`src/rtl/part_three_sequencer_pkg.sv`:
```
// Shared constants for the part_three sequencer: FSM encoding, settle default
// and settle-counter width.
package part_three_sequencer_pkg;

  typedef enum logic [1:0] {
    ST_IDLE    = 2'd0,
    ST_DRIVE   = 2'd1,
    ST_CAPTURE = 2'd2,
    ST_RESPOND = 2'd3
  } state_t;

  localparam int SETTLE_DEFAULT = 1;
  localparam int CNT_W          = 4;

endpackage

```
`src/rtl/part_three_sequencer_rr_arb2.sv`:
```
// Two-way round-robin grant: on a tie the requester not served last wins,
// otherwise whichever requester is valid is granted.
module part_three_sequencer_rr_arb2 (
  input  logic i_valid0,
  input  logic i_valid1,
  input  logic i_last,
  output logic o_gnt_valid,
  output logic o_gnt_id
);

  assign o_gnt_valid = i_valid0 | i_valid1;
  assign o_gnt_id    = (i_valid0 & i_valid1) ? ~i_last : i_valid1;

endmodule

```
`src/rtl/part_three_sequencer.sv`:
```
// Sequencer sharing one external combinational x->y datapath between two
// requesters, one operation in flight, results returned with a requester id.
module part_three_sequencer
  import part_three_sequencer_pkg::*;
#(
  parameter int SETTLE = SETTLE_DEFAULT,
  parameter int WIDTH  = 8
) (
  input  logic             clk,
  input  logic             rst,
  input  logic             req0_valid,
  input  logic [WIDTH-1:0] req0_data,
  output logic             req0_ready,
  input  logic             req1_valid,
  input  logic [WIDTH-1:0] req1_data,
  output logic             req1_ready,
  output logic [WIDTH-1:0] dp_x,
  input  logic [WIDTH-1:0] dp_y,
  output logic             resp_valid,
  output logic [WIDTH-1:0] resp_data,
  output logic             resp_id,
  input  logic             resp_ready
);

  state_t           r_state;
  logic [WIDTH-1:0] r_dp_x;
  logic [WIDTH-1:0] r_resp_data;
  logic             r_resp_valid;
  logic             r_resp_id;
  logic             r_last;
  logic [CNT_W-1:0] r_cnt;

  logic             w_gnt_valid;
  logic             w_gnt_id;
  logic             w_accept;
  logic [WIDTH-1:0] w_operand;

  part_three_sequencer_rr_arb2 u_arb (
    .i_valid0    (req0_valid),
    .i_valid1    (req1_valid),
    .i_last      (r_last),
    .o_gnt_valid (w_gnt_valid),
    .o_gnt_id    (w_gnt_id)
  );

  // Ready is combinational so a valid requester transfers in the same IDLE cycle.
  assign w_accept   = (r_state == ST_IDLE) && !rst && w_gnt_valid;
  assign req0_ready = w_accept && !w_gnt_id;
  assign req1_ready = w_accept &&  w_gnt_id;
  assign w_operand  = w_gnt_id ? req1_data : req0_data;

  assign dp_x       = r_dp_x;
  assign resp_valid = r_resp_valid;
  assign resp_data  = r_resp_data;
  assign resp_id    = r_resp_id;

  // NOTE: all state uses non-blocking assignments so every register samples
  // pre-edge values; the pointer starts at 1 so requester 0 wins the first tie.
  always_ff @(posedge clk) begin
    if (rst) begin
      r_state      <= ST_IDLE;
      r_dp_x       <= '0;
      r_resp_valid <= 1'b0;
      r_resp_data  <= '0;
      r_resp_id    <= 1'b0;
      r_cnt        <= '0;
      r_last       <= 1'b1;
    end else begin
      case (r_state)
        ST_IDLE: begin
          if (w_accept) begin
            r_dp_x  <= w_operand;
            r_last  <= w_gnt_id;
            r_cnt   <= '0;
            r_state <= ST_DRIVE;
          end
        end
        ST_DRIVE: begin
          if (r_cnt == CNT_W'(SETTLE - 1)) begin
            r_cnt   <= '0;
            r_state <= ST_CAPTURE;
          end else begin
            r_cnt <= r_cnt + 1'b1;
          end
        end
        ST_CAPTURE: begin
          r_resp_data  <= dp_y;
          r_resp_id    <= r_last;
          r_resp_valid <= 1'b1;
          r_state      <= ST_RESPOND;
        end
        ST_RESPOND: begin
          if (resp_ready) begin
            r_resp_valid <= 1'b0;
            r_state      <= ST_IDLE;
          end
        end
        default: r_state <= ST_IDLE;
      endcase
    end
  end

endmodule

```
`config.mk`:
```
export PLATFORM = sky130hd
export DESIGN_NAME = part_three_sequencer
export DESIGN_NICKNAME = d
export VERILOG_FILES = /design/src/rtl/part_three_sequencer_pkg.sv /design/src/rtl/part_three_sequencer_rr_arb2.sv /design/src/rtl/part_three_sequencer.sv
export SDC_FILE = /design/constraint.sdc
export NUM_CORES = 1
export LEC_CHECK = 0
export ABC_AREA = 1
export ABC_CLOCK_PERIOD_IN_PS = 1400
export CORE_ASPECT_RATIO = 0.8
export CORE_MARGIN = 8
export CORE_UTILIZATION = 42
export CTS_CLUSTER_SIZE = 25
export DETAILED_ROUTE_END_ITERATION = 10
export GPL_ROUTABILITY_DRIVEN = 0
export GPL_TIMING_DRIVEN = 0
export PLACE_DENSITY = 0.79
export SYNTH_ARGS = -nofsm -noshare
export SYNTH_HDL_FRONTEND = slang
export SYNTH_HIERARCHICAL = 1
export SYNTH_SLANG_ARGS = --single-unit
```
`constraint.sdc`:
```
create_clock -name clk -period 1.4 [get_ports clk]
set_input_delay 0.28 -clock clk [delete_from_list [all_inputs] [get_ports clk]]
set_output_delay 0.28 -clock clk [all_outputs]
set_load 0.005 [all_outputs]
```
==> impl_results.md, run 1 <==
- Status: finished, violations left
- Failing checks: negative setup slack
- WP data required: 1.12 ns
- Final worst path period need: 1.60 ns
- DIE WIDTH: 75.7 µm
- CP Capture Type: primary output
- Max-Cap Viols: 0
- Worst VDD drop: 0.000824 V
- CTS tree: yes
- Relative slew slack: 71.1%
- Average via count per standard cell: roughly 4.7
- CTS Buffer Depth: 2
- Root Driver: clkbuf_4
- Flop pwr share: 37.2%
- Setup WS post-layout: -0.205 ns
- I/O pin cnt: 49
- Most common cell in the netlist: nand2_1
- 1st-iter DRT viols: 72
- Sw frac: around 38%
- Initial core utilization: 43.7%
- Met2 Use GR: 23.4%
- Clock Latency Late Sink: around 0.33 ns
- Rows: 17
- Crit Path Class: in -> out
- Post-Syn Area: 1200 µm²
- Diodes inserted: 0
- Slew Limit Fails: 0
- Input/output buffers: 48
- Final nets: around 270
- Yosys top cell area share: 41.8%
- Post-Syn Area per Cell: between 7 and 8 µm²
- Cells after Synth: ~170
- Fin cells: 273
- Placed insts: 257
- CTS HTree Levels: 1
- Ys flop type: dfxtp_1
- CTS sink cnt: 25
- First-pass GRT wire length: 5680 µm
- Worst Setup Start Kind: input port
- Die area: roughly 4800 µm²
- Post-synthesis register bit count: 25
- GR Util met3: 7.48%
- Vias: 1280
- Die Ht: between 60 and 70 µm
- Largest net degree at the start of global routing: 16
- Power per cell area: roughly 1400 nW/µm²
- Fillers: 248
- EDFF count, synth: 0
- Remaining routing DRC violations: 0
- Crit path DAT: 1.32 ns
- Grt total ovfl: 0
- Fin. Hold Viols: 0
- Setup Viol. Count Final: 2
- Post-DRT Antenna Nets: 0
- Crit path max fanout: 3
- Hpwl dp: 2320 µm
- CTS buffer count: 3
- Number of global-route vias before repair: ~1200
- First-pass iteration count of the detailed router: 4
- Area contributors post-synth: dfxtp_1 42%, nand2_1 16%, nor2_1 7.8%, ha_1 7.3%, a21oi_1 6.3%
- Ys async rst share: 0%
- Psw: ~1.0 mW
- CORE AREA: 2740 µm²
- Final TNS setup: -0.308 ns
- Area leader, netlist: dfxtp_1
- Static leakage: between 0.9 and 1 nW
- Area Growth Syn to Fin: 56.5%
- Commonest cells in the netlist: 51 x nand2_1, 25 x dfxtp_1, 25 x nor2_1
- Share of cells above drive strength 1: 22.1%
- Initial antenna violation count: 0
- Cell-internal power: 1.68 mW
- Met1 usage: 17.1%
- Reg clk slew, reported paths: 0.14 ns
- GRT busiest layer: met2
- Syn. warnings: 6
- Power share of the clock group: 12.6%
- Period utilization: 115%
- RSZ-0062 raised after global routing: yes
- GRT Total Usage: 14.8%
- Combinational fraction of design power: 50.2%
- Register area share after synthesis: between 40% and 50%
- Yosys cell types: 18
- Peak Freq: 623 MHz
- DR WL/cell: 12.2 µm
- Worst-Margin Slew: 0.433 ns
- WL final: 3340 µm
- Worst hold path type: reg -> reg
- Mapped Nets: between 200 and 250
- Clock Skews: 0.00637 ns
[stage by stage]
stage	util [%]	hold slack [ns]	instance area (µm²)	total power, mW	worst slack (ns)
2_1_floorplan	-	0.415	1200	1.67	0.0858
3_3_place_gp	62.9	0.450	1730	2.16	-0.736
3_5_place_dp	62.9	0.457	1730	2.17	-0.748
4_1_cts	68.3	0.472	1870	2.69	-0.187
5_1_grt	68.4	0.488	1880	2.92	-0.243
6_report	68.4	0.469	1880	2.69	-0.205
[power groups by stage]
stage / Clock [mW] / Combinational, mW / Sequential (mW)
3_5_place_dp: 0 / 1.18 / 0.991
3_3_place_gp: 0 / 1.18 / 0.985
4_1_cts: 0.352 / 1.34 / 0.998
6_report: 0.339 / 1.35 / 1.00
5_1_grt: 0.373 / 1.52 / 1.02
2_1_floorplan: 0 / 0.673 / 0.996
[timing repair]
item                                    4_1_cts  5_1_grt
setup buffers                                12        0
endpoints found under the setup margin       20        4
resized for setup                            56        1
hold buffers                                  0        0
pin swaps                                     2        1
[cell type report]
| class | instances | area [µm²] | share of cell area [%] |
|---|---|---|---|
| plain buffers | 5 | 32.5 | 1.73 |
| clock buffers | 3 | 22.5 | 1.20 |
| clock inverters | 1 | 7.51 | 0.400 |
| inverters | 16 | 67.6 | 3.60 |
| multi-input cells | 125 | 633 | 33.8 |
| flip-flops and latches | 25 | 522 | 27.8 |
| well taps | 38 | 47.5 | 2.54 |
| repair buffers | 60 | 543 | 29.0 |
[cells by family after synthesis]
group	synth area share, %
adders and majority gates	7.31
buffers and inverters	7.52
AOI/OAI and AO/OA	11.7
and+or+nand+nor	31.7
DFF	41.8
[final timing paths]
kind,cells past startpoint,end,start,slack [ns]
min reg2reg,2,dp_x[6]$_SDFFE_PP0P_,dp_x[6]$_SDFFE_PP0P_,0.47
max,6,req1_ready,req0_valid,-0.20
min,2,dp_x[6]$_SDFFE_PP0P_,dp_x[6]$_SDFFE_PP0P_,0.47
max reg2reg,9,r_cnt[3]$_SDFFE_PP0P_,r_state[1]$_SDFFE_PP0P_,0.11
[worst max-delay path, stage by stage]
cell and delay (ns):
clkdlybuf4s50_1 0.42, or2_4 0.26, nand3_4 0.11, buf_6 0.11
nor2_1 0.03, buf_2 0.12
[layer usage]
metal  vias to the layer above  wire length, µm
met4                         0               66
met3                         6              287
met2                        33             1560
li1                        674                -
met5                         -                0
met1                       567             1420
[cell usage in the layout (no fill, tap or decap), drive strengths merged, types with 7 or more instances in the layout]
master / n
inv: 16
nand2: 53
dlygate4sd2: 19
o21ai: 11
ha: 7
dfxtp: 25
a21oi: 15
nor2: 25
nand3: 9
buf: 18
clkdlybuf4s50: 27
[sequential cells by signal, summed over array words and instances (netlist names)]
name and count:
dp_x 8, r_cnt 4, r_last 1, r_state 2, resp_data 8, resp_id 1
resp_valid 1
(Power assumes the default switching activity.)
==> inputs of run 2 (changes only) <==
- CORE_UTILIZATION: 42 -> 44
- CTS_BUF_LIST: not set -> sky130_fd_sc_hd__clkbuf_8
- PLACE_DENSITY: 0.79 -> 0.83
- SLEW_MARGIN: not set -> 20
==> run 2 against run 1 <==
Effect of this change:
- the flow still finishes with violations (negative setup slack)
- core utilization is 1.4 points higher
- clock power is 32% higher
- worst hold slack worse by 0.0073 ns
- largest cell class unchanged
- maximum frequency is 5.9% higher
==> impl_results.md, run 2 (synthesized netlist as in run 1, its figures left out) <==
- Worst VDD drop: 0.00127 V (+55%)
- Initial core utilization: 44.7% (+1.0 points)
- Clock Latency Late Sink: 0.27 ns (-0.06 ns)
- Power per cell area: 1490 nW/µm² (+3.7%)
- 1st-iter DRT viols: 58 (-19%)
- Final nets: 270 (-0.74%)
- Crit path DAT: 1.23 ns (-0.09 ns)
- Die Ht: 62.7 µm (-1.7%)
- Fin cells: 271 (-0.73%)
- Flop pwr share: 35.8% (-1.4 points)
- Diodes inserted: 0 (unchanged)
- Setup Viol. Count Final: 2 (unchanged)
- Largest net degree at the start of global routing: 17 (+1)
- Number of global-route vias before repair: 1203 (-2.6%)
- Rows: 17 (unchanged)
- Final TNS setup: -0.173 ns (+0.135 ns)
- Crit Path Class: reg -> out
- Fillers: 234 (-5.6%)
- Reg clk slew, reported paths: 0.09 ns (-0.05 ns)
- Average via count per standard cell: 4.60 (-1.9%)
- Max-Cap Viols: 0 (unchanged)
- Slew Limit Fails: 0 (unchanged)
- Peak Freq: 660 MHz (+5.9%)
- Most common cell after layout, fill and taps aside: nand2_1
- Initial antenna violation count: 0 (unchanged)
- Combinational fraction of design power: 48.1% (-2.1 points)
- RSZ-0062 raised after global routing: yes
- Psw: 1.02 mW (+0.74%)
- WL final: 3230 µm (-3.1%)
- Hpwl dp: 2390 µm (+3.1%)
- Hold Path Stages: 2 (unchanged)
- First-pass GRT wire length: 5460 µm (-3.9%)
- CORE AREA: 2680 µm² (-2.3%)
- Post-DRT Antenna Nets: 0 (unchanged)
- Final worst path period need: 1.51 ns (-0.0899 ns)
- WP data required: 1.12 ns (about the same)
- Die area: 4660 µm² (-3.5%)
- Fin. Hold Viols: 0 (unchanged)
- Relative slew slack: 69.9% (-1.2 points)
- Static leakage: 0.958 nW (+3.6%)
- Area Growth Syn to Fin: 55.9%
- Period utilization: 108% (-6.4 points)
- Worst hold slack: 0.462 ns (-0.00731 ns)
- Crit path max fanout: 3 (unchanged)
- Cell-internal power: 1.76 mW (+4.9%)
- Share of cells above drive strength 1: 18.5% (-3.7 points)
- FF-to-FF Start: r_state[0]$_SDFFE_PP0P_
- Setup WS post-layout: -0.115 ns (+0.0899 ns)
- Reg2reg path depth: 7 (-2)
- Power Total: 2.78 mW (+3.3%)
- Vias: 1247 (-2.6%)
- CTS buffer count: 3 (unchanged)
- Worst Setup Start Kind: register
- Power share of the clock group: 16.1% (+3.5 points)
- CTS HTree Levels: 1 (unchanged)
- Crit path launch: r_state[0]$_SDFFE_PP0P_
- First-pass iteration count of the detailed router: 5 (+1)
- Hold Startpoint: dp_x[6]$_SDFFE_PP0P_
- Sw frac: 36.7% (-0.95 points)
- Most frequent cells in the layout: 50 x nand2_1, 25 x clkdlybuf4s50_1, 24 x nor2_1
- DR WL/cell: 11.9 µm (-2.4%)
- Input/output buffers: 48 (unchanged)
- CTS sink cnt: 25 (unchanged)
- Pre-CTS setup slack: -0.726 ns (+0.0225 ns)
- GRT Total Usage: 14.6% (-0.21 points)
- Failing checks: negative setup slack
- CTS tree: yes
- DIE WIDTH: 74.4 µm (-1.8%)
- Remaining routing DRC violations: 0 (unchanged)
- Placed insts: 257 (unchanged)
- Grt total ovfl: 0 (unchanged)
- Clock Skews: 0.00581 ns (-0.000559 ns)
- Status: finished, violations left
- Worst-Margin Slew: 0.451 ns (+0.0180 ns)
- I/O pin cnt: 49 (unchanged)
- Root Driver: clkbuf_8
- CP Capture Type: primary output
- Worst hold path type: reg -> reg
- CTS Buffer Depth: 2 (unchanged)
run 2: changes by cell type in the layout (fill, tap and decap cells not counted), moves of 2 or more:
cell,previous run,this run
clkdlybuf4s50_1,27,25
dfxtp_2,17,8
clkbuf_4,3,0
dlymetal6s2s_1,0,3
clkbuf_8,0,3
dfxtp_1,8,17
run 2: per-stage QoR:
| stage | instance area (µm²) | util [%] |
|---|---|---|
| CTS | 1840 | 68.8 |
| detailed placement | 1730 | 64.4 |
| floorplan | 1200 | - |
| finish | 1870 | 69.7 |
| global placement | 1730 | 64.4 |
| global route | 1870 | 69.7 |
run 2: critical path: stages, from the launching register on:
cell and delay (ns):
dfxtp_2 0.35, inv_2 0.08, ha_4 0.16, nand3_4 0.07, buf_6 0.12, nor2_1 0.07, buf_2 0.11
run 2: cell type report:
class | instances | area (µm²) | share of cell area, %
Timing Repair Buffer | 58 | 531 | 28.4
Multi-Input combinational cell | 125 | 633 | 33.9
Buffer | 5 | 35.0 | 1.87
Clock inverter | 1 | 8.76 | 0.469
Tap cell | 38 | 47.5 | 2.54
Inverter | 16 | 62.6 | 3.35
Clock buffer | 3 | 41.3 | 2.21
Sequential cell | 25 | 510 | 27.3
run 2: path summary, 6_finish.rpt:
path         slack [ns]                         to
max               -0.11                 req1_ready
min                0.46       dp_x[6]$_SDFFE_PP0P_
max reg2reg        0.06  resp_data[5]$_SDFFE_PP0P_
min reg2reg        0.46       dp_x[6]$_SDFFE_PP0P_
run 2: repair_timing:
| item | CTS | global route |
|---|---|---|
| resized for setup | 42 | 8 |
| buffers inserted | 9 | 1 |
| endpoints found under the setup margin | 20 | 7 |
| pin swaps | 3 | 2 |
| hold buffers | 0 | 0 |
run 2: power groups by stage:
stage                     registers, mW  clock network [mW]  logic, mW
after floorplan                   0.996                   0      0.673
after global placement            0.984                   0       1.18
after detailed placement          0.993                   0       1.18
after CTS                         0.989               0.466       1.29
after global routing               1.01               0.497       1.51
final                             0.994               0.449       1.34
run 2: routing by layer:
layer  track usage, %  up-vias  wire length [µm]  share of wire [%]
met5                0        -                 0                  0
met4             3.66        0                29               0.90
met3             6.57        4               244                7.6
met2             23.9       26              1620                 50
met1             16.7      554              1340                 41
li1                 -      663                 -                  -
==> inputs of run 3 (changes only) <==
- CELL_PAD_IN_SITES_DETAIL_PLACEMENT: not set -> 0
- CELL_PAD_IN_SITES_GLOBAL_PLACEMENT: not set -> 2
- CORE_UTILIZATION: 44 -> 23
- HOLD_SLACK_MARGIN: not set -> 0.05
- SKIP_LAST_GASP: not set -> 1
==> run 3 against run 2 <==
Effect of this change:
- critical path depth is the same
- clock skew is 0.0022 ns lower
- cell area rose by 2.1%
- first-iteration DRC count is 17% higher
- routed wire length increased by 11%
- global-route usage fell by 5.5 points
- the run still ends with negative setup slack left
- flip-flop and latch count stayed put
- core utilization decreased by 32 points
- critical endpoint unchanged
- die area grew 67%
- worst setup slack better by 0.025 ns
- register-to-register slack barely moved
- sequential share of layout area fell by 0.42 points
==> impl_results.md, run 3 (synthesized netlist as in run 1, its figures left out) <==
- First-pass iteration count of the detailed router: 4 (-1)
- Static leakage: 0.941 nW (-1.8%)
- Post-cts hold buffer count: 0 (unchanged)
- Setup WS post-layout: -0.0897 ns (+0.0250 ns)
- Remaining routing DRC violations: 0 (unchanged)
- Input/output buffers: 48 (unchanged)
- Fillers: 558 (+140%)
- Number of global-route vias before repair: 1309 (+8.8%)
- Initial antenna violation count: 0 (unchanged)
- 1st-iter DRT viols: 68 (+17%)
- Design area: 1910 µm² (+2.1%)
- Post-DRT Antenna Nets: 0 (unchanged)
- Relative slew slack: 69.2% (-0.70 points)
- CTS HTree Levels: 1 (unchanged)
- Vias: 1242 (-0.40%)
- Worst hold path type: reg -> reg
- GRT Total Usage: 9.17% (-5.5 points)
- WL final: 3590 µm (+11%)
- Most common cell after layout, fill and taps aside: nand2_1
- Crit path max fanout: 3 (unchanged)
- Power per cell area: 1480 nW/µm² (-0.47%)
- CORE AREA: 5010 µm² (+87%)
- Worst-Margin Slew: 0.462 ns (+0.0105 ns)
- Area Growth Syn to Fin: 59.2%
- Crit Path Class: reg -> out
- DIE WIDTH: 96.7 µm (+30%)
- CTS sink cnt: 25 (unchanged)
- CTS tree: yes
- Root Driver: clkbuf_8
- Most frequent cells in the layout: 51 x nand2_1, 25 x clkdlybuf4s50_1, 23 x nor2_1
- CP Capture Type: primary output
- Max-Cap Viols: 0 (unchanged)
- Worst VDD drop: 0.000456 V (-64%)
- First-pass GRT wire length: 5960 µm (+9.2%)
- Clock Skews: 0.00365 ns (-0.00216 ns)
- Failing checks: negative setup slack
- Fin. Hold Viols: 0 (unchanged)
- Worst Setup Start Kind: register
- Share of cells above drive strength 1: 20.0% (+1.5 points)
- Peak Freq: 671 MHz (+1.7%)
- Status: finished, violations left
- Die Ht: 80.6 µm (+29%)
- Hpwl dp: 2650 µm (+11%)
- CTS buffer count: 3 (unchanged)
- Worst hold slack: 0.466 ns (+0.00451 ns)
- Reg clk slew, reported paths: 0.09 ns (about the same)
- CTS Buffer Depth: 2 (unchanged)
- Final worst path period need: 1.49 ns (-0.0250 ns)
- Core Util, Final: 38.1% (-32 points)
- Crit path DAT: 1.21 ns (-0.02 ns)
- Grt total ovfl: 0 (unchanged)
- Die area: 7790 µm² (+67%)
- Period utilization: 106% (-1.8 points)
- Clock Latency Late Sink: 0.28 ns (about the same)
- RSZ-0062 raised after global routing: yes
- Setup Viol. Count Final: 2 (unchanged)
- Slew Limit Fails: 0 (unchanged)
- Placement Cell Area: 1760 µm² (+1.7%)
- Pre-CTS setup slack: -0.772 ns (-0.0458 ns)
- Diodes inserted: 0 (unchanged)
- I/O pin cnt: 49 (unchanged)
- Rows: 23 (+6)
- WP data required: 1.12 ns (about the same)
- Largest net degree at the start of global routing: 16 (-1)
- Final nets: 272 (+0.74%)
- Average via count per standard cell: 4.18 (-9.1%)
- Initial core utilization: 23.9% (-21 points)
- DR WL/cell: 12.1 µm (+1.2%)
==> run 3: cell count changes in the layout (fill, tap and decap cells not counted), sizes merged <==
| cell | previous run | this run |
|---|---|---|
| buf | 16 | 18 |
| clkinvlp | 0 | 1 |
| dlygate4sd2 | 18 | 20 |
| dlymetal6s2s | 3 | 1 |
| inv | 17 | 16 |
==> run 3: timing repair <==
action	in CTS	in global routing
pin swaps	3	2
buffers inserted	10	2
setup endpoints to repair	20	5
resized for setup	47	6
==> run 3: final timing paths <==
kind                      startpoint                        end  slack (ns)  depth (start not counted)
max          r_state[0]$_SDFFE_PP0P_                 req1_ready       -0.09                          6
min             dp_x[2]$_SDFFE_PP0P_       dp_x[2]$_SDFFE_PP0P_        0.47                          2
max reg2reg  r_state[0]$_SDFFE_PP0P_  resp_data[2]$_SDFFE_PP0P_        0.07                          7
min reg2reg     dp_x[2]$_SDFFE_PP0P_       dp_x[2]$_SDFFE_PP0P_        0.47                          2
==> run 3: cell type report <==
class	count	area (µm²)	share of cell area, %
clock inverter	1	7.51	0.393
sequential	25	513	26.9
inverter	16	65.1	3.41
tap	62	77.6	4.07
timing repair buffer	60	538	28.2
clock buffer	3	41.3	2.16
buffer	5	35.0	1.84
multi-input combinational	125	631	33.0
==> run 3: routing by layer <==
layer	global-route usage (%)	wire [µm]	part of all wire, %	vias up
met2	15.8	1670	47	19
met4	2.76	31	0.86	0
met1	10.8	1770	49	552
met3	2.66	106	3.0	2
li1	-	-	-	669
met5	0	0	0	-
==> run 3: metrics by stage <==
stage / power (mW) / setup TNS (ns) / instances
after global placement: 2.21 / -4.69 / 281
after CTS: 2.80 / -0.172 / 295
after global routing: 3.09 / -0.255 / 297
after floorplan: 1.67 / 0 / 171
after detailed placement: 2.21 / -4.65 / 281
final: 2.82 / -0.128 / 297
==> run 3: power breakdown <==
| part | switching, mW | total [mW] | internal (mW) |
|---|---|---|---|
| clock | 0.248 | 0.450 | 0.202 |
| sequential | 0.0882 | 0.991 | 0.903 |
| combinational | 0.708 | 1.38 | 0.675 |
==> run 3: worst max-delay path: stages (launching register included) <==
cell and delay, ns:
dfxtp_2 0.34, inv_2 0.08, ha_4 0.15, nand3_4 0.07, buf_6 0.13, nor2_2 0.06, buf_2 0.11
